**src/rtl/arb_pkg.sv**
```systemverilog
// ---------------------------------------------------------------------------
// arb_pkg
// Shared definitions for the SRAM port arbiter slice.
//   REQ_IF / REQ_MEM       : requester identifiers (also the rr_ptr encoding)
//   PRIO_RR / PRIO_MEM_FIXED : arbitration mode selectors
//   req_t                  : one requester's access {wen, addr, wdata}
//   is_read()              : a granted access with no byte enables is a read
// ---------------------------------------------------------------------------
package arb_pkg;

  localparam logic REQ_IF  = 1'b0;
  localparam logic REQ_MEM = 1'b1;

  localparam int PRIO_RR        = 0;
  localparam int PRIO_MEM_FIXED = 1;

  typedef struct packed {
    logic [3:0]  wen;
    logic [31:0] addr;
    logic [31:0] wdata;
  } req_t;

  function automatic logic is_read(input req_t r);
    return (r.wen == 4'b0000);
  endfunction

endpackage

```
**src/rtl/sram_port_arbiter_if.sv**
```systemverilog
// ---------------------------------------------------------------------------
// sram_port_arbiter_if
// Bundles the two requester handshakes and the shared SRAM port.
//   IF  side : if_req/if_wen/if_addr/if_wdata in, if_gnt/if_rvalid/if_rdata out
//   MEM side : mem_* with the same meaning
//   SRAM side: sram_en/sram_wen/sram_addr/sram_wdata out, sram_rdata in
// Modports:
//   slave  : the arbiter's view
//   master : the environment's view (pipeline stages plus the SRAM itself)
// ---------------------------------------------------------------------------
interface sram_port_arbiter_if;

  logic        if_req;
  logic [3:0]  if_wen;
  logic [31:0] if_addr;
  logic [31:0] if_wdata;
  logic        if_gnt;
  logic        if_rvalid;
  logic [31:0] if_rdata;

  logic        mem_req;
  logic [3:0]  mem_wen;
  logic [31:0] mem_addr;
  logic [31:0] mem_wdata;
  logic        mem_gnt;
  logic        mem_rvalid;
  logic [31:0] mem_rdata;

  logic        sram_en;
  logic [3:0]  sram_wen;
  logic [31:0] sram_addr;
  logic [31:0] sram_wdata;
  logic [31:0] sram_rdata;

  modport slave (
    input  if_req, if_wen, if_addr, if_wdata,
    output if_gnt, if_rvalid, if_rdata,
    input  mem_req, mem_wen, mem_addr, mem_wdata,
    output mem_gnt, mem_rvalid, mem_rdata,
    output sram_en, sram_wen, sram_addr, sram_wdata,
    input  sram_rdata
  );

  modport master (
    output if_req, if_wen, if_addr, if_wdata,
    input  if_gnt, if_rvalid, if_rdata,
    output mem_req, mem_wen, mem_addr, mem_wdata,
    input  mem_gnt, mem_rvalid, mem_rdata,
    input  sram_en, sram_wen, sram_addr, sram_wdata,
    output sram_rdata
  );

endinterface

```
**src/rtl/arb_pick2.sv**
```systemverilog
// ---------------------------------------------------------------------------
// arb_pick2
// Combinational two-way winner select.
//   req0_i / req1_i : active requests (already reset-gated by the caller)
//   rr_ptr_i        : round-robin owner of the next contested cycle
//   force0_i        : fixed-priority override that hands a contest to req0
//   mode_i          : 0 = round-robin, 1 = req1 fixed priority
//   gnt0_o / gnt1_o : one-hot (or zero) grant
// ---------------------------------------------------------------------------
module arb_pick2
  import arb_pkg::*;
(
  input  logic req0_i,
  input  logic req1_i,
  input  logic rr_ptr_i,
  input  logic force0_i,
  input  logic mode_i,
  output logic gnt0_o,
  output logic gnt1_o
);

  // A lone requester always wins; only a contest consults mode and pointer.
  always_comb begin
    gnt0_o = 1'b0;
    gnt1_o = 1'b0;
    if (req0_i && req1_i) begin
      if (mode_i) begin
        gnt0_o = force0_i;
      end else begin
        gnt0_o = (rr_ptr_i == REQ_IF);
      end
      gnt1_o = ~gnt0_o;
    end else begin
      gnt0_o = req0_i;
      gnt1_o = req1_i;
    end
  end

endmodule

```
**src/rtl/sram_port_arbiter.sv**
```systemverilog
// ---------------------------------------------------------------------------
// sram_port_arbiter
// Shares one data SRAM port between instruction fetch and the MEM stage.
// Grant and SRAM drive are combinational in the request cycle; a granted
// read's data is steered back to its owner one cycle later with rvalid.
//   PRIO_MODE  : PRIO_RR or PRIO_MEM_FIXED (MEM wins, IF starvation guard)
//   STARVE_MAX : consecutive IF denials tolerated before IF is forced (1..15)
//   clk, rst_n : clock, asynchronous active-low reset
//   bus        : requester handshakes and SRAM port (slave modport)
// ---------------------------------------------------------------------------
module sram_port_arbiter
  import arb_pkg::*;
#(
  parameter int PRIO_MODE  = PRIO_RR,
  parameter int STARVE_MAX = 4
) (
  input logic               clk,
  input logic               rst_n,
  sram_port_arbiter_if.slave bus
);

  localparam logic       MODE_FIXED = (PRIO_MODE == PRIO_MEM_FIXED);
  localparam logic [3:0] STARVE_LIM = 4'(STARVE_MAX);

  logic       rr_ptr_q, rr_ptr_d;
  logic [3:0] starve_cnt_q, starve_cnt_d;
  logic       rd_pend_q, rd_pend_d;
  logic       rd_owner_q, rd_owner_d;

  logic if_act, mem_act, gnt_if, gnt_mem, force_if;
  req_t if_r, mem_r, win_r;

  // Gating with rst_n keeps any access from reaching the SRAM while in reset.
  assign if_act  = bus.if_req & rst_n;
  assign mem_act = bus.mem_req & rst_n;

  assign if_r  = '{wen: bus.if_wen,  addr: bus.if_addr,  wdata: bus.if_wdata};
  assign mem_r = '{wen: bus.mem_wen, addr: bus.mem_addr, wdata: bus.mem_wdata};

  assign force_if = MODE_FIXED && (starve_cnt_q == STARVE_LIM);

  arb_pick2 u_pick (
    .req0_i   (if_act),
    .req1_i   (mem_act),
    .rr_ptr_i (rr_ptr_q),
    .force0_i (force_if),
    .mode_i   (MODE_FIXED),
    .gnt0_o   (gnt_if),
    .gnt1_o   (gnt_mem)
  );

  // SRAM port mux: zero when nobody wins so the pins idle cleanly.
  always_comb begin
    win_r = '0;
    if (gnt_if) begin
      win_r = if_r;
    end else if (gnt_mem) begin
      win_r = mem_r;
    end
  end

  assign bus.if_gnt     = gnt_if;
  assign bus.mem_gnt    = gnt_mem;
  assign bus.sram_en    = gnt_if | gnt_mem;
  assign bus.sram_wen   = win_r.wen;
  assign bus.sram_addr  = win_r.addr;
  assign bus.sram_wdata = win_r.wdata;

  // Pointer only moves on a contest, and always to the loser. The starvation
  // counter tracks consecutive denied IF cycles and saturates at the limit.
  // The pending-read register is rewritten every cycle, so back-to-back reads
  // each get their own one-cycle response slot.
  always_comb begin
    rr_ptr_d     = rr_ptr_q;
    starve_cnt_d = 4'd0;
    rd_pend_d    = 1'b0;
    rd_owner_d   = rd_owner_q;

    if (if_act && mem_act) begin
      rr_ptr_d = gnt_if ? REQ_MEM : REQ_IF;
    end

    if (if_act && !gnt_if) begin
      starve_cnt_d = (starve_cnt_q == STARVE_LIM) ? starve_cnt_q : starve_cnt_q + 4'd1;
    end

    if ((gnt_if || gnt_mem) && is_read(win_r)) begin
      rd_pend_d  = 1'b1;
      rd_owner_d = gnt_mem ? REQ_MEM : REQ_IF;
    end
  end

  always_ff @(posedge clk or negedge rst_n) begin
    if (!rst_n) begin
      rr_ptr_q     <= REQ_IF;
      starve_cnt_q <= 4'd0;
      rd_pend_q    <= 1'b0;
      rd_owner_q   <= REQ_IF;
    end else begin
      rr_ptr_q     <= rr_ptr_d;
      starve_cnt_q <= starve_cnt_d;
      rd_pend_q    <= rd_pend_d;
      rd_owner_q   <= rd_owner_d;
    end
  end

  // Non-owner (and everyone, when nothing is pending) sees zero read data.
  assign bus.if_rvalid  = rd_pend_q && (rd_owner_q == REQ_IF);
  assign bus.mem_rvalid = rd_pend_q && (rd_owner_q == REQ_MEM);
  assign bus.if_rdata   = bus.if_rvalid  ? bus.sram_rdata : 32'h0;
  assign bus.mem_rdata  = bus.mem_rvalid ? bus.sram_rdata : 32'h0;

endmodule

```
**src/flat_wrapper.sv**
```systemverilog
// flat-port wrapper written by rule: the top's interface ports become plain ports
module sram_port_arbiter_flat import arb_pkg::*;
#(
  parameter int PRIO_MODE  = PRIO_RR,
  parameter int STARVE_MAX = 4
)
  (clk, rst_n, bus_if_req, bus_if_wen, bus_if_addr, bus_if_wdata, bus_if_gnt, bus_if_rvalid, bus_if_rdata, bus_mem_req, bus_mem_wen, bus_mem_addr, bus_mem_wdata, bus_mem_gnt, bus_mem_rvalid, bus_mem_rdata, bus_sram_en, bus_sram_wen, bus_sram_addr, bus_sram_wdata, bus_sram_rdata);
  sram_port_arbiter_if bus_i ();
  input logic clk;
  input logic rst_n;
  input wire logic [$bits(bus_i.if_req)-1:0] bus_if_req;
  input wire logic [$bits(bus_i.if_wen)-1:0] bus_if_wen;
  input wire logic [$bits(bus_i.if_addr)-1:0] bus_if_addr;
  input wire logic [$bits(bus_i.if_wdata)-1:0] bus_if_wdata;
  output wire logic [$bits(bus_i.if_gnt)-1:0] bus_if_gnt;
  output wire logic [$bits(bus_i.if_rvalid)-1:0] bus_if_rvalid;
  output wire logic [$bits(bus_i.if_rdata)-1:0] bus_if_rdata;
  input wire logic [$bits(bus_i.mem_req)-1:0] bus_mem_req;
  input wire logic [$bits(bus_i.mem_wen)-1:0] bus_mem_wen;
  input wire logic [$bits(bus_i.mem_addr)-1:0] bus_mem_addr;
  input wire logic [$bits(bus_i.mem_wdata)-1:0] bus_mem_wdata;
  output wire logic [$bits(bus_i.mem_gnt)-1:0] bus_mem_gnt;
  output wire logic [$bits(bus_i.mem_rvalid)-1:0] bus_mem_rvalid;
  output wire logic [$bits(bus_i.mem_rdata)-1:0] bus_mem_rdata;
  output wire logic [$bits(bus_i.sram_en)-1:0] bus_sram_en;
  output wire logic [$bits(bus_i.sram_wen)-1:0] bus_sram_wen;
  output wire logic [$bits(bus_i.sram_addr)-1:0] bus_sram_addr;
  output wire logic [$bits(bus_i.sram_wdata)-1:0] bus_sram_wdata;
  input wire logic [$bits(bus_i.sram_rdata)-1:0] bus_sram_rdata;
  assign bus_i.if_req = bus_if_req;
  assign bus_i.if_wen = bus_if_wen;
  assign bus_i.if_addr = bus_if_addr;
  assign bus_i.if_wdata = bus_if_wdata;
  assign bus_if_gnt = bus_i.if_gnt;
  assign bus_if_rvalid = bus_i.if_rvalid;
  assign bus_if_rdata = bus_i.if_rdata;
  assign bus_i.mem_req = bus_mem_req;
  assign bus_i.mem_wen = bus_mem_wen;
  assign bus_i.mem_addr = bus_mem_addr;
  assign bus_i.mem_wdata = bus_mem_wdata;
  assign bus_mem_gnt = bus_i.mem_gnt;
  assign bus_mem_rvalid = bus_i.mem_rvalid;
  assign bus_mem_rdata = bus_i.mem_rdata;
  assign bus_sram_en = bus_i.sram_en;
  assign bus_sram_wen = bus_i.sram_wen;
  assign bus_sram_addr = bus_i.sram_addr;
  assign bus_sram_wdata = bus_i.sram_wdata;
  assign bus_i.sram_rdata = bus_sram_rdata;
  sram_port_arbiter #(.PRIO_MODE(PRIO_MODE), .STARVE_MAX(STARVE_MAX)) u_core (.clk(clk), .rst_n(rst_n), .bus(bus_i));
endmodule
```
**config.mk**
```make
export PLATFORM = sky130hd
export DESIGN_NAME = sram_port_arbiter_flat
export DESIGN_NICKNAME = d
export VERILOG_FILES = /design/src/rtl/arb_pkg.sv /design/src/rtl/sram_port_arbiter_if.sv /design/src/rtl/arb_pick2.sv /design/src/rtl/sram_port_arbiter.sv /design/src/flat_wrapper.sv
export SDC_FILE = /design/constraint.sdc
export NUM_CORES = 1
export LEC_CHECK = 0
export ABC_AREA = 1
export CORE_AREA = 2 2 120 122
export CTS_BUF_LIST = sky130_fd_sc_hd__clkbuf_8 sky130_fd_sc_hd__clkbuf_16
export CTS_CLUSTER_DIAMETER = 40
export CTS_CLUSTER_SIZE = 16
export DETAILED_ROUTE_END_ITERATION = 6
export DIE_AREA = 0 0 122 124
export GPL_TIMING_DRIVEN = 0
export HOLD_SLACK_MARGIN = 0.08
export SLEW_MARGIN = 20
export SYNTH_ARGS = -nofsm -noshare
export SYNTH_HDL_FRONTEND = slang
export SYNTH_SLANG_ARGS = --single-unit
export TNS_END_PERCENT = 30
```
**constraint.sdc**
```tcl
create_clock -name clk -period 1.9 [get_ports clk]
set_clock_uncertainty 0.2 [all_clocks]
set_input_delay 0.285 -clock clk [delete_from_list [all_inputs] [get_ports clk]]
set_output_delay 0.285 -clock clk [all_outputs]
set_load 0.05 [all_outputs]
```
## Word-level counts from Yosys, hierarchy flattened

Index checks and enable logic that the tools add are counted.

- Bitwise logic cells: 6
- Reductions and logical operators: 6
- Multiplexer cells: 10

Operators by type and width:

| kind | count |
|---|---|
| $mux W68 | 2 |
| $mux W32 | 2 |
| $mux W1 | 6 |
| $logic_and A1 B1 Y1 | 4 |
| $logic_not A4 Y1 | 1 |
| $not A1 Y1 | 3 |
| $and A1 B1 Y1 | 2 |
| $logic_or A1 B1 Y1 | 1 |
| $or A1 B1 Y1 | 1 |

- Bits of input ports: 172
- Word-level logic and storage cells: 25
- Bits in registers: 3
- Output and inout port bits: 137

## Depth between registers and ports, before layout

Gate-level depths: netlist of run 1.

- Word-level depth: 10
- Depth in mapped cells: 8
- Mapped depth without buffers: 8

## Cells and area by module

Synthesis of run 1 repeated with hierarchy kept, for this count alone.

- Cells, all modules: 234
- Area total of the unflattened synthesis: 1348.8 sq um

Modules (own cells, without submodules):

| module | cells an instance | instances | seq. area each (sq um) | area an instance (sq um) |
|---|---|---|---|---|
| sram_port_arbiter | 220 | 1 | 75.1 | 1291.2 |
| arb_pick2 | 14 | 1 | 0.0 | 57.6 |

## Worst setup path after synthesis of run 1

Ideal clock, no wire load.

- Path type: register -> output
- From: register u_core.rd_owner_q
- To: output port bus_if_rdata[10]
- Data required time: 1.415 ns
- Path buffers: 1
- Arrival: 2.182 ns
- Cell stages (with the launch flop): 5
- Slack: -0.767 ns
- Cell sequence: dfrtp_1 nor2_1 inv_1 clkbuf_1 nor2_1

- Word-level cells in the longest chain between the ends: 3

RTL lines:

| what | line | text |
|---|---|---|
| start, declared | sram_port_arbiter.sv:28 | `logic rd_owner_q, rd_owner_d;` |
| start signal, assigned | sram_port_arbiter.sv:103 | `rd_owner_q <= rd_owner_d;` |
| $not A1 Y1 | sram_port_arbiter.sv:108 | `assign bus.if_rvalid = rd_pend_q && (rd_owner_q == REQ_IF);` |
| $logic_and A1 B1 Y1 | sram_port_arbiter.sv:108 |  |
| net bus_if_rvalid | flat_wrapper.sv:16 | `output wire logic [$bits(bus_i.if_rvalid)-1:0] bus_if_rvalid;` |
| $mux W32 | sram_port_arbiter.sv:110 | `assign bus.if_rdata = bus.if_rvalid ? bus.sram_rdata : 32'h0;` |
| end, declared | flat_wrapper.sv:17 | `output wire logic [$bits(bus_i.if_rdata)-1:0] bus_if_rdata;` |

The timed path passes the listed nets, and every way through them passes these cells.

## Worst setup path in the final report of run 1

- From: register u_core.rr_ptr_q
- To: output port bus_sram_wdata[26]

- Word-level cells in the longest chain between the ends: 6
- Elaborated cells on any way between the ends: 7
- Classes of those cells: 5 x mux; 2 x bitwise

RTL lines:

| what | line | text |
|---|---|---|
| start, declared | sram_port_arbiter.sv:25 | `logic rr_ptr_q, rr_ptr_d;` |
| start signal, assigned | sram_port_arbiter.sv:100 | `rr_ptr_q <= rr_ptr_d;` |
| $not A1 Y1 * | arb_pick2.sv:30 | `gnt0_o = (rr_ptr_i == REQ_IF);` |
| $mux W1 * | arb_pick2.sv:26 | `if (req0_i && req1_i) begin` |
| $not A1 Y1 | arb_pick2.sv:32 | `gnt1_o = ~gnt0_o;` |
| $mux W1 | arb_pick2.sv:26 |  |
| $mux W68 | sram_port_arbiter.sv:57 | `end else if (gnt_mem) begin` |
| $mux W68 * | sram_port_arbiter.sv:55 | `if (gnt_if) begin` |
| end, declared | flat_wrapper.sv:28 | `output wire logic [$bits(bus_i.sram_wdata)-1:0] bus_sram_wdata;` |

Every way passes the cells marked *; elsewhere a longest branch is shown, timed or not. The select of a mux whose other input is x is not followed.

==> results.json, run 1 <==
{
  "die_w_um": 122,
  "whs_ns": 0.340,
  "routed_wl_um": 10800,
  "busiest_layer": "met2",
  "tns_ns": -10.06,
  "dieArea_um2": 15100,
  "cpMostUsedCell": "buf_12",
  "min_path_cells": 2,
  "syn_to_final_growth_pct": 285,
  "clock_latency_ns": 0.22,
  "cts_root_buffer": "clkbuf_16",
  "worstPathArrival_ns": 1.61,
  "layout_setup_ws_ns": -0.192,
  "layout_commonest_cell": "clkdlybuf4s50_1",
  "hp-class": "reg -> reg",
  "wl_per_cell_um": 15.0,
  "cts_tree": "built",
  "grt_max_degree": 11,
  "io_buffers": 308,
  "place_ws_ns": -1.23,
  "fin_cells": 719,
  "hpwl_um": 9260,
  "seq_area_frac_synth": 0.0556,
  "vias_per_cell": 3.85,
  "power.leakage_uw": 0.00242,
  "powerDensity_nw_per_um2": 622,
  "syn_inst": 217,
  "fillers": 1416,
  "violations": "negative setup slack",
  "yosysUniqueCellTypes": 16,
  "finalHoldViolations": 0,
  "nets": 712,
  "grt_pass1_wl_um": 15200,
  "ys_seq_elements": 3,
  "status": "complete, but fails checks",
  "synth_top_family_by_area": "compound AO/OA/AOI/OAI gates",
  "grtUsageMet1": 0.141,
  "tightest_slew_ns": 0.506,
  "crit_required_ns": 1.41,
  "maxCapViolations": 0,
  "numCtsBuffers": 3,
  "start_util": 0.0984,
  "grtUsageMet2": 0.238,
  "core-area_um2": 13700,
  "endpoint_kind": "primary output",
  "setup_violations": 98,
  "n_antenna_cell": 0,
  "drive_above_1_share": 0.421,
  "worst_slew_margin_rel": 0.662,
  "grt_usage": 0.127,
  "synth_compound_area_frac": 0.439,
  "synth-simple-area-share": 0.258,
  "worstPathCellList": "inv_2 > a21oi_4 > buf_12 > buf_12 > buf_12 > a22o_4 > buf_6",
  "slew_viol_final": 0,
  "drt_iter0_drc": 106,
  "critPathKind": "reg -> out",
  "antenna_left": 0,
  "dpl.cell_count": 705,
  "synth-xor-area-share": 0.00649,
  "dr.pass1.iters": 4,
  "grt_pass1_vias": 2937,
  "synth_fa_ha_area_frac": 0,
  "fmax_ghz": 0.478,
  "r2r_cells": 11,
  "cts.clk_slew.worst_paths_ns": 0.03,
  "avgSynthCellArea_um2": 6.22,
  "gp_congestion": 0.886,
  "cp_max_fo": 10,
  "htreeDepth": 1,
  "ir_drop_v": 0.000622,
  "fin_crit_ns": 2.09,
  "crit_slowest_cell": "dfrtp_2",
  "synth_fp_nets": 389,
  "grt_overflow": 0,
  "antenna_found_initial": 0,
  "cpPeakStageDelay_ns": 0.43,
  "cts.sinks": 3,
  "grtUsageMet3": 0.0485,
  "drc_errors": 0,
  "yosys-mux-area-fraction": 0,
  "cts_buffer_depth": 2,
  "crit_path_start_kind": "flip-flop",
  "ys_warn_count": 0,
  "die_y_um": 124,
  "rows": 43,
  "final_cell_mix": "clkdlybuf4s50_1 (168), buf_6 (78), a22o_1 (51)",
  "rsz0062_at_grt": "true",
  "mappedNetlistArea_um2": 1350,
  "fin_crit_sh": 1.10,
  "via_count": 2768,
  "pin_count": 309
}
## logic make-up (layout without fill, tap and decap cells)
logic type	Yosys count	in the layout
xor gates and xnor gates	1	1
AOI/OAI and AO/OA	66	66
and+or+nand+nor	90	90
buffers and inverters	57	379
DFF	3	3
## path summary, 6_finish.rpt
check	from	slack, ns	end
max reg2reg	u_core.rr_ptr_q	0.16	u_core.rd_owner_q
max in group asynchronous	rst_n	0.96	u_core.rr_ptr_q
min in group asynchronous	rst_n	0.38	u_core.rd_owner_q
min	u_core.rd_owner_q	0.34	u_core.rd_owner_q
min reg2reg	u_core.rd_owner_q	0.34	u_core.rd_owner_q
max	u_core.rr_ptr_q	-0.19	bus_sram_wdata[26]
## critical path: cells and delay by family, from the launching register on
family / cells / cell delay, ns
buffers and inverters: 5 / 0.63
AOI/OAI and AO/OA: 2 / 0.31
DFF: 1 / 0.43
## stage by stage
stage	instance area [µm²]	total power [µW]	utilization
after floorplan	1600	1700	-
after global placement	4910	2700	0.358
after detailed placement	4910	2710	0.358
after CTS	5040	3120	0.368
after global routing	5190	3380	0.379
final	5190	3230	0.379
## power breakdown
part	internal [µW]	total, µW	switching [µW]	leakage (µW)
sequential	87.8	118	30.1	0.0000357
combinational	1160	2790	1630	0.00235
clock	271	326	55.1	0.0000423
total	1510	3230	1720	0.00242
## layer usage
metal | part of all wire | wire [µm]
met5 | 0 | 0
met4 | 0.0082 | 89
met3 | 0.10 | 1120
met2 | 0.53 | 5780
met1 | 0.35 | 3810
## sequential cells by signal, summed over array words and instances, names as in the netlist
signal	flops
u_core.rr_ptr_q	1
u_core.rd_pend_q	1
u_core.rd_owner_q	1
## area by class of cell
cell class / count / area, µm² / share of cell area
inverter: 37 / 143 / 0.0275
tap: 180 / 225 / 0.0434
timing repair buffer: 318 / 3170 / 0.609
clock inverter: 1 / 3.75 / 0.000723
buffer: 20 / 255 / 0.0491
sequential: 3 / 77.6 / 0.0149
multi-input combinational: 157 / 1250 / 0.240
clock buffer: 3 / 75.1 / 0.0145
## Yosys cell counts
| master | number | area share |
|---|---|---|
| nor2_1 | 68 | 0.19 |
| dfrtp_1 | 3 | 0.056 |
| buf_12 | 5 | 0.074 |
| xor2_1 | 1 | 0.0065 |
| buf_6 | 1 | 0.0083 |
| nand2_1 | 17 | 0.047 |
| a21oi_4 | 2 | 0.024 |
| nand3_1 | 2 | 0.0074 |
| nand2_2 | 2 | 0.0093 |
| a22o_1 | 64 | 0.42 |
| clkbuf_1 | 6 | 0.017 |
| buf_4 | 5 | 0.028 |
| buf_2 | 3 | 0.011 |
| inv_1 | 36 | 0.10 |
| inv_2 | 1 | 0.0028 |
| nand4_1 | 1 | 0.0046 |
## timing repair
| action | CTS | global route |
|---|---|---|
| cloned | 0 | 1 |
| pin swaps | 8 | 10 |
| setup buffers | 5 | 3 |
| setup endpoints to repair | 137 | 136 |
| hold endpoints to repair | 3 | 0 |
| gates resized for setup | 756 | 189 |
| hold buffers | 1 | 0 |
(Power assumes the default switching activity.)
==> inputs of run 2 (changes only) <==
Settings changed: ABC_AREA 1 to default.
==> run 2 against run 1 <==
  * First-iteration DRC count shrank 27%
  * Register-to-register slack lost 0.23 ns
  * Critical path depth did not move
  * Worst hold slack got worse by 0.14 ns
  * Power shrank 7.8%
  * Worst setup slack got worse by 0.097 ns
  * Non-clock buffer count grew 9
  * Utilization fell by 0.74 points
  * Critical endpoint is now bus_sram_wdata[11]
  * Flip-flop and latch count unchanged
  * Clock-buffer cell count unchanged
  * Sequential power increased by 17%
  * The flow still finishes with violations (negative setup slack)
  * Global-route usage grew 0.81 points
  * Highest routed layer unchanged
==> results.json, run 2 <==
{
  "grt_pass1_wl_um": 15700,
  "yosysTopAreaCell": "a22o_1",
  "cts_root_buffer": "clkbuf_16",
  "vias_per_cell": 4.08,
  "pin_count": 309,
  "layout_setup_ws_ns": -0.289,
  "gp_congestion": 0.787,
  "clock_latency_ns": 0.23,
  "grtUsageMet1": 0.145,
  "grt_overflow": 0,
  "synth_fp_nets": 356,
  "dpl.cell_count": 672,
  "fillers": 1412,
  "via_count": 2826,
  "critPathKind": "reg -> out",
  "endpoint_kind": "primary output",
  "syn_inst": 184,
  "core-area_um2": 13700,
  "final_cell_mix": "clkdlybuf4s50_1 (168), buf_6 (100), a22o_1 (53)",
  "cp.depth": 7,
  "cts.sinks": 3,
  "r2r_start": "u_core.rr_ptr_q",
  "mappedNetlistArea_um2": 1350,
  "tns_ns": -18.77,
  "cts_tree": "built",
  "power.leakage_uw": 0.00239,
  "synth_ff_type": "dfrtp_1",
  "grtUsageMet2": 0.246,
  "maxCapViolations": 0,
  "synth.most_common_cell": "a22o_1",
  "htreeDepth": 1,
  "grt_usage": 0.135,
  "fin_crit_sh": 1.15,
  "io_buffers": 308,
  "worstPathArrival_ns": 1.70,
  "cts_buffer_depth": 2,
  "avgSynthCellArea_um2": 7.34,
  "numCtsBuffers": 3,
  "crit_path_start_kind": "flip-flop",
  "path_delay_family": "buffers and inverters",
  "crit_required_ns": 1.41,
  "seq_area_frac_synth": 0.0556,
  "drt_iter0_drc": 77,
  "hp-class": "in -> reg",
  "final_core_utilization": 0.371,
  "fin_cells": 692,
  "cpPeakStageDelay_ns": 0.43,
  "place_ws_ns": -1.91,
  "setup_violations": 81,
  "worstPathCellList": "nor2b_4 > nor3_4 > buf_6 > buf_4 > clkbuf_8 > a22o_1 > buf_6",
  "dieArea_um2": 15100,
  "fin_crit_ns": 2.19,
  "rsz0062_at_grt": "true",
  "cpMostUsedCell": "buf_6",
  "start_util": 0.0984,
  "grt_max_degree": 11,
  "routed_wl_um": 11700,
  "min_path_cells": 3,
  "synth_edf_count": 0,
  "wl_per_cell_um": 17.0,
  "r2r_cells": 5,
  "hpwl_um": 9940,
  "reg_top3": "u_core.rd_owner_q x1, u_core.rd_pend_q x1, u_core.rr_ptr_q x1",
  "ys_seq_elements": 3,
  "grt_pass1_vias": 2926,
  "violations": "negative setup slack",
  "n_antenna_cell": 0,
  "crit_slowest_cell": "dfrtp_2",
  "grtUsageMet3": 0.0467,
  "yosys.area.top_type_share": 0.415,
  "cts.clk_slew.worst_paths_ns": 0.03,
  "nets": 685,
  "die_y_um": 124,
  "ys_warn_count": 0,
  "cp_max_fo": 10,
  "antenna_left": 0,
  "status": "complete, but fails checks",
  "layout_commonest_cell": "clkdlybuf4s50_1",
  "powerDensity_nw_per_um2": 585,
  "busiest_layer": "met2",
  "slew_viol_final": 0,
  "finalHoldViolations": 0,
  "dr.pass1.iters": 4,
  "crit_buf_inv": 4,
  "antenna_found_initial": 0,
  "async_reset_ff_frac": 1.00,
  "drc_errors": 0,
  "yosysUniqueCellTypes": 23,
  "syn_to_final_growth_pct": 277,
  "rows": 43,
  "worst_slew_margin_rel": 0.665,
  "ys_top_cells_by_count": "a22o_1 (64), and2_1 (33), and3_1 (32), clkbuf_1 (12), buf_2 (11)",
  "ir_drop_v": 0.000303,
  "ys_top_cells_by_area": "a22o_1 (42%), and2_1 (15%), and3_1 (15%)",
  "holdCritStartpoint": "bus_if_req",
  "die_w_um": 122,
  "tightest_slew_ns": 0.501,
  "fmax_ghz": 0.457,
  "drive_above_1_share": 0.416,
  "startpoint": "u_core.rr_ptr_q"
}
[run 2: cell types whose count changed in the layout (fill, tap and decap cells not counted), sizes merged, moves of 2 or more]
| cell | change |
|---|---|
| clkdlybuf4s15 | +7 |
| nor2b | +2 |
| and3 | +32 |
| nor2 | -62 |
| a22oi | +2 |
| buf | +2 |
| and2 | +33 |
| nand2 | -14 |
| a21oi | -2 |
| o32ai | +2 |
| inv | -33 |
[run 2: what timing repair did]
action                                 in CTS  in global routing
gates cloned                                2                  2
endpoints found under the hold margin       3                  0
hold buffers                                1                  0
setup buffers                               4                  7
resized for setup                         750                187
pin swaps                                  10                 15
setup endpoints to repair                 138                136
[run 2: cells by family (layout without fill, tap and decap cells)]
family,count (synthesis),after routing,share of synthesized area
AOI/OAI and AO/OA,72,72,0.477
xor gates and xnor gates,1,1,0.00649
buffers and inverters,26,354,0.0825
DFF,3,3,0.0556
muxes,1,1,0.00834
and+or+nand+nor,81,81,0.370
[run 2: layer usage]
metal  up-vias  part of all wire  routed length (µm)
met5         -                 0                   0
met4         0             0.016                 183
met3        15              0.10                1230
met2       160              0.52                6140
met1      1281              0.36                4190
li1       1370                 -                   -
[run 2: report_power, final]
group          total (µW)  switching [µW]  internal (µW)
logic                2510            1410           1100
registers             138            47.7           90.3
clock network         335            63.3            272
total                2980            1520           1460
[run 2: area by class of cell]
type	count	area, µm²	area share
flip-flops and latches	3	78.8	0.0155
inverters	3	11.3	0.00221
clock buffers	3	75.1	0.0147
plain buffers	23	229	0.0450
clock inverters	1	3.75	0.000737
well taps	180	225	0.0442
repair buffers	324	3200	0.628
multi-input cells	155	1270	0.250
[run 2: worst paths after layout]
kind	to	slack (ns)
setup / recovery	bus_sram_wdata[11]	-0.29
setup reg to reg	u_core.rd_owner_q	-0.07
min in group asynchronous	u_core.rd_pend_q	0.33
hold reg to reg	u_core.rr_ptr_q	0.43
max in group asynchronous	u_core.rd_owner_q	1.00
hold / removal	u_core.rr_ptr_q	0.20
[run 2: worst reg2reg max path, stage by stage, from the launching register on]
cell and delay (ns):
dfrtp_2 0.43, a21bo_4 0.26, buf_4 0.14, o32a_1 0.20
nor4_4 0.29, mux2_1 0.34
[run 2: through the flow]
stage          power [µW]  area [µm²]  hold slack [ns]
2_1_floorplan        1410        1410           -0.211
3_3_place_gp         2360        4710            0.370
3_5_place_dp         2370        4710            0.367
4_1_cts              2850        5020            0.226
5_1_grt              3110        5090            0.220
6_report             2980        5090            0.200
==> inputs of run 3 (changes only) <==
Settings changed: ABC_AREA from default to 1, CTS_CLUSTER_SIZE 16 to default, GPL_TIMING_DRIVEN 0 to default.
==> run 3 against run 2 <==
  * Worst setup slack improved by 0.13 ns
  * Sequential power decreased by 14%
  * Largest power group unchanged
  * Maximum frequency increased by 6.5%
  * The flow still finishes with violations (negative setup slack)
  * Critical path depth shrank 1
==> results.json, run 3 (same netlist as run 1, synthesis figures left out) <==
{
  "maxCapViolations": 0,
  "antenna_left": 0,
  "wl_met2_um": 6970,
  "worstPathArrival_ns": 1.57,
  "cts_tree": "built",
  "io_buffers": 308,
  "grt_max_degree": 34,
  "endpoint_kind": "primary output",
  "hp-class": "reg -> reg",
  "gp_congestion": 0.840,
  "violations": "negative setup slack",
  "wl_per_cell_um": 17.7,
  "status": "complete, but fails checks",
  "cts.sinks": 3,
  "dieArea_um2": 15100,
  "slew_viol_final": 0,
  "antenna_found_initial": 0,
  "cts_buffer_depth": 2,
  "path_delay_family": "buffers and inverters",
  "cts_root_buffer": "clkbuf_16",
  "crit_required_ns": 1.41,
  "worst_slew_margin_rel": 0.851,
  "hpwl_um": 9740,
  "crit_slowest_cell": "dfrtp_2",
  "routed_wl_um": 12800,
  "ir_drop_v": 0.000390,
  "cpPeakStageDelay_ns": 0.42,
  "layout_setup_ws_ns": -0.155,
  "tightest_slew_ns": 0.223,
  "p_sw_frac": 0.470,
  "drt_iter0_drc": 81,
  "numCtsBuffers": 3,
  "pin_count": 309,
  "power.leakage_uw": 0.00303,
  "met3WireLength_um": 1330,
  "rows": 43,
  "fmax_ghz": 0.487,
  "power_switching_uw": 1930,
  "htreeDepth": 1,
  "n_antenna_cell": 0,
  "crit_buf_inv": 4,
  "finalHoldViolations": 0,
  "drive_above_1_share": 0.494,
  "grt_usage": 0.153,
  "powerDensity_nw_per_um2": 591,
  "worstPathCellList": "inv_2 > a21oi_4 > buf_6 > clkbuf_16 > a22o_2 > buf_12",
  "power_uw": 4110,
  "syn_to_final_growth_pct": 415,
  "drc_errors": 0,
  "power.share.sequential": 0.029,
  "power.share.combinational": 0.892,
  "place_ws_ns": -0.388,
  "intPower_uw": 2180,
  "die_w_um": 122,
  "final_cell_mix": "clkdlybuf4s50_1 (168), buf_12 (124), a22o_4 (47)",
  "cp_max_fo": 10,
  "layout_commonest_cell": "clkdlybuf4s50_1",
  "top_layer": "met4",
  "die_y_um": 124,
  "vias_per_cell": 4.04,
  "grt_pass1_wl_um": 17900,
  "reg_top3": "u_core.rd_owner_q x1, u_core.rd_pend_q x1, u_core.rr_ptr_q x1",
  "crit_path_start_kind": "flip-flop",
  "core-area_um2": 13700,
  "dr.pass1.iters": 4,
  "via_count": 2920,
  "rsz0062_at_grt": "true",
  "fin_crit_sh": 1.08,
  "p_clk_frac": 0.080,
  "whs_ns": 0.353,
  "critPathKind": "reg -> out",
  "grt_overflow": 0,
  "setup_violations": 67,
  "clock_latency_ns": 0.22,
  "grt_pass1_vias": 3133,
  "fin_crit_ns": 2.05,
  "cts.clk_slew.worst_paths_ns": 0.03,
  "nets": 716,
  "start_util": 0.0984,
  "wl_met1_um": 4300
}
[run 3: cell count changes in the layout (fill, tap and decap cells not counted), moves of 9 or more]
| cell | previous run | this run |
|---|---|---|
| a22o_1 | 53 | 13 |
| a22o_4 | 2 | 47 |
| and2_1 | 24 | 0 |
| and2_2 | 9 | 0 |
| and3_1 | 32 | 0 |
| buf_12 | 0 | 124 |
| buf_2 | 20 | 0 |
| buf_6 | 100 | 21 |
| clkbuf_2 | 11 | 0 |
| clkbuf_4 | 9 | 0 |
| clkdlybuf4s15_2 | 11 | 0 |
| inv_1 | 2 | 36 |
| nor2_1 | 4 | 36 |
| nor2_4 | 2 | 32 |
[run 3: worst min-delay path, cell delays in order (launching register included)]
cell,delay (ns)
dfrtp_1,0.40
nand2_1,0.07
nand2_1,0.05
[run 3: cell type report]
type,instances,area (µm²)
fill,1199,6770
timing repair buffer,342,4810
clock inverter,1,3.75
tap,180,225
multi-input combinational,157,1620
inverter,37,144
clock buffer,3,75.1
sequential,3,76.3
[run 3: path summary, 6_finish.rpt]
check,slack [ns],cells past startpoint,end,startpoint
min in group asynchronous,0.49,3,u_core.rd_pend_q,rst_n
worst max-delay path,-0.15,6,bus_sram_addr[27],u_core.rr_ptr_q
worst max register to register,0.20,10,u_core.rd_owner_q,u_core.rr_ptr_q
worst min register to register,0.35,2,u_core.rd_owner_q,u_core.rd_owner_q
worst min-delay path,0.35,2,u_core.rd_owner_q,u_core.rd_owner_q
max in group asynchronous,0.86,3,u_core.rr_ptr_q,rst_n
[run 3: power by group through the flow]
stage	logic (µW)	registers, µW	clock network [µW]
after floorplan	1590	110	0
after global placement	3180	115	0
after detailed placement	3200	115	0
after CTS	3520	118	330
after global routing	3800	120	340
final	3660	118	327
[run 3: through the flow]
| stage | cells | util | TNS [ns] | area, µm² |
|---|---|---|---|---|
| global route | 723 | 0.507 | -10.65 | 6950 |
| floorplan | 217 | - | -0.366 | 1600 |
| finish | 723 | 0.507 | -7.70 | 6950 |
| CTS | 722 | 0.483 | -8.86 | 6630 |
| global placement | 701 | 0.436 | -24.32 | 5980 |
| detailed placement | 701 | 0.436 | -24.28 | 5980 |
[run 3: metal layers]
metal | up-vias | global-route usage
li1 | 1397 | -
met5 | - | 0
met4 | 0 | 0.0316
met2 | 147 | 0.286
met1 | 1356 | 0.161
met3 | 20 | 0.0618
[run 3: timing repair]
action,CTS,global route
hold endpoints to repair,3,0
endpoints found under the setup margin,97,96
resized for setup,49,53
hold buffers,1,0
setup buffers,9,1
pin swaps,40,12
cloned,7,2
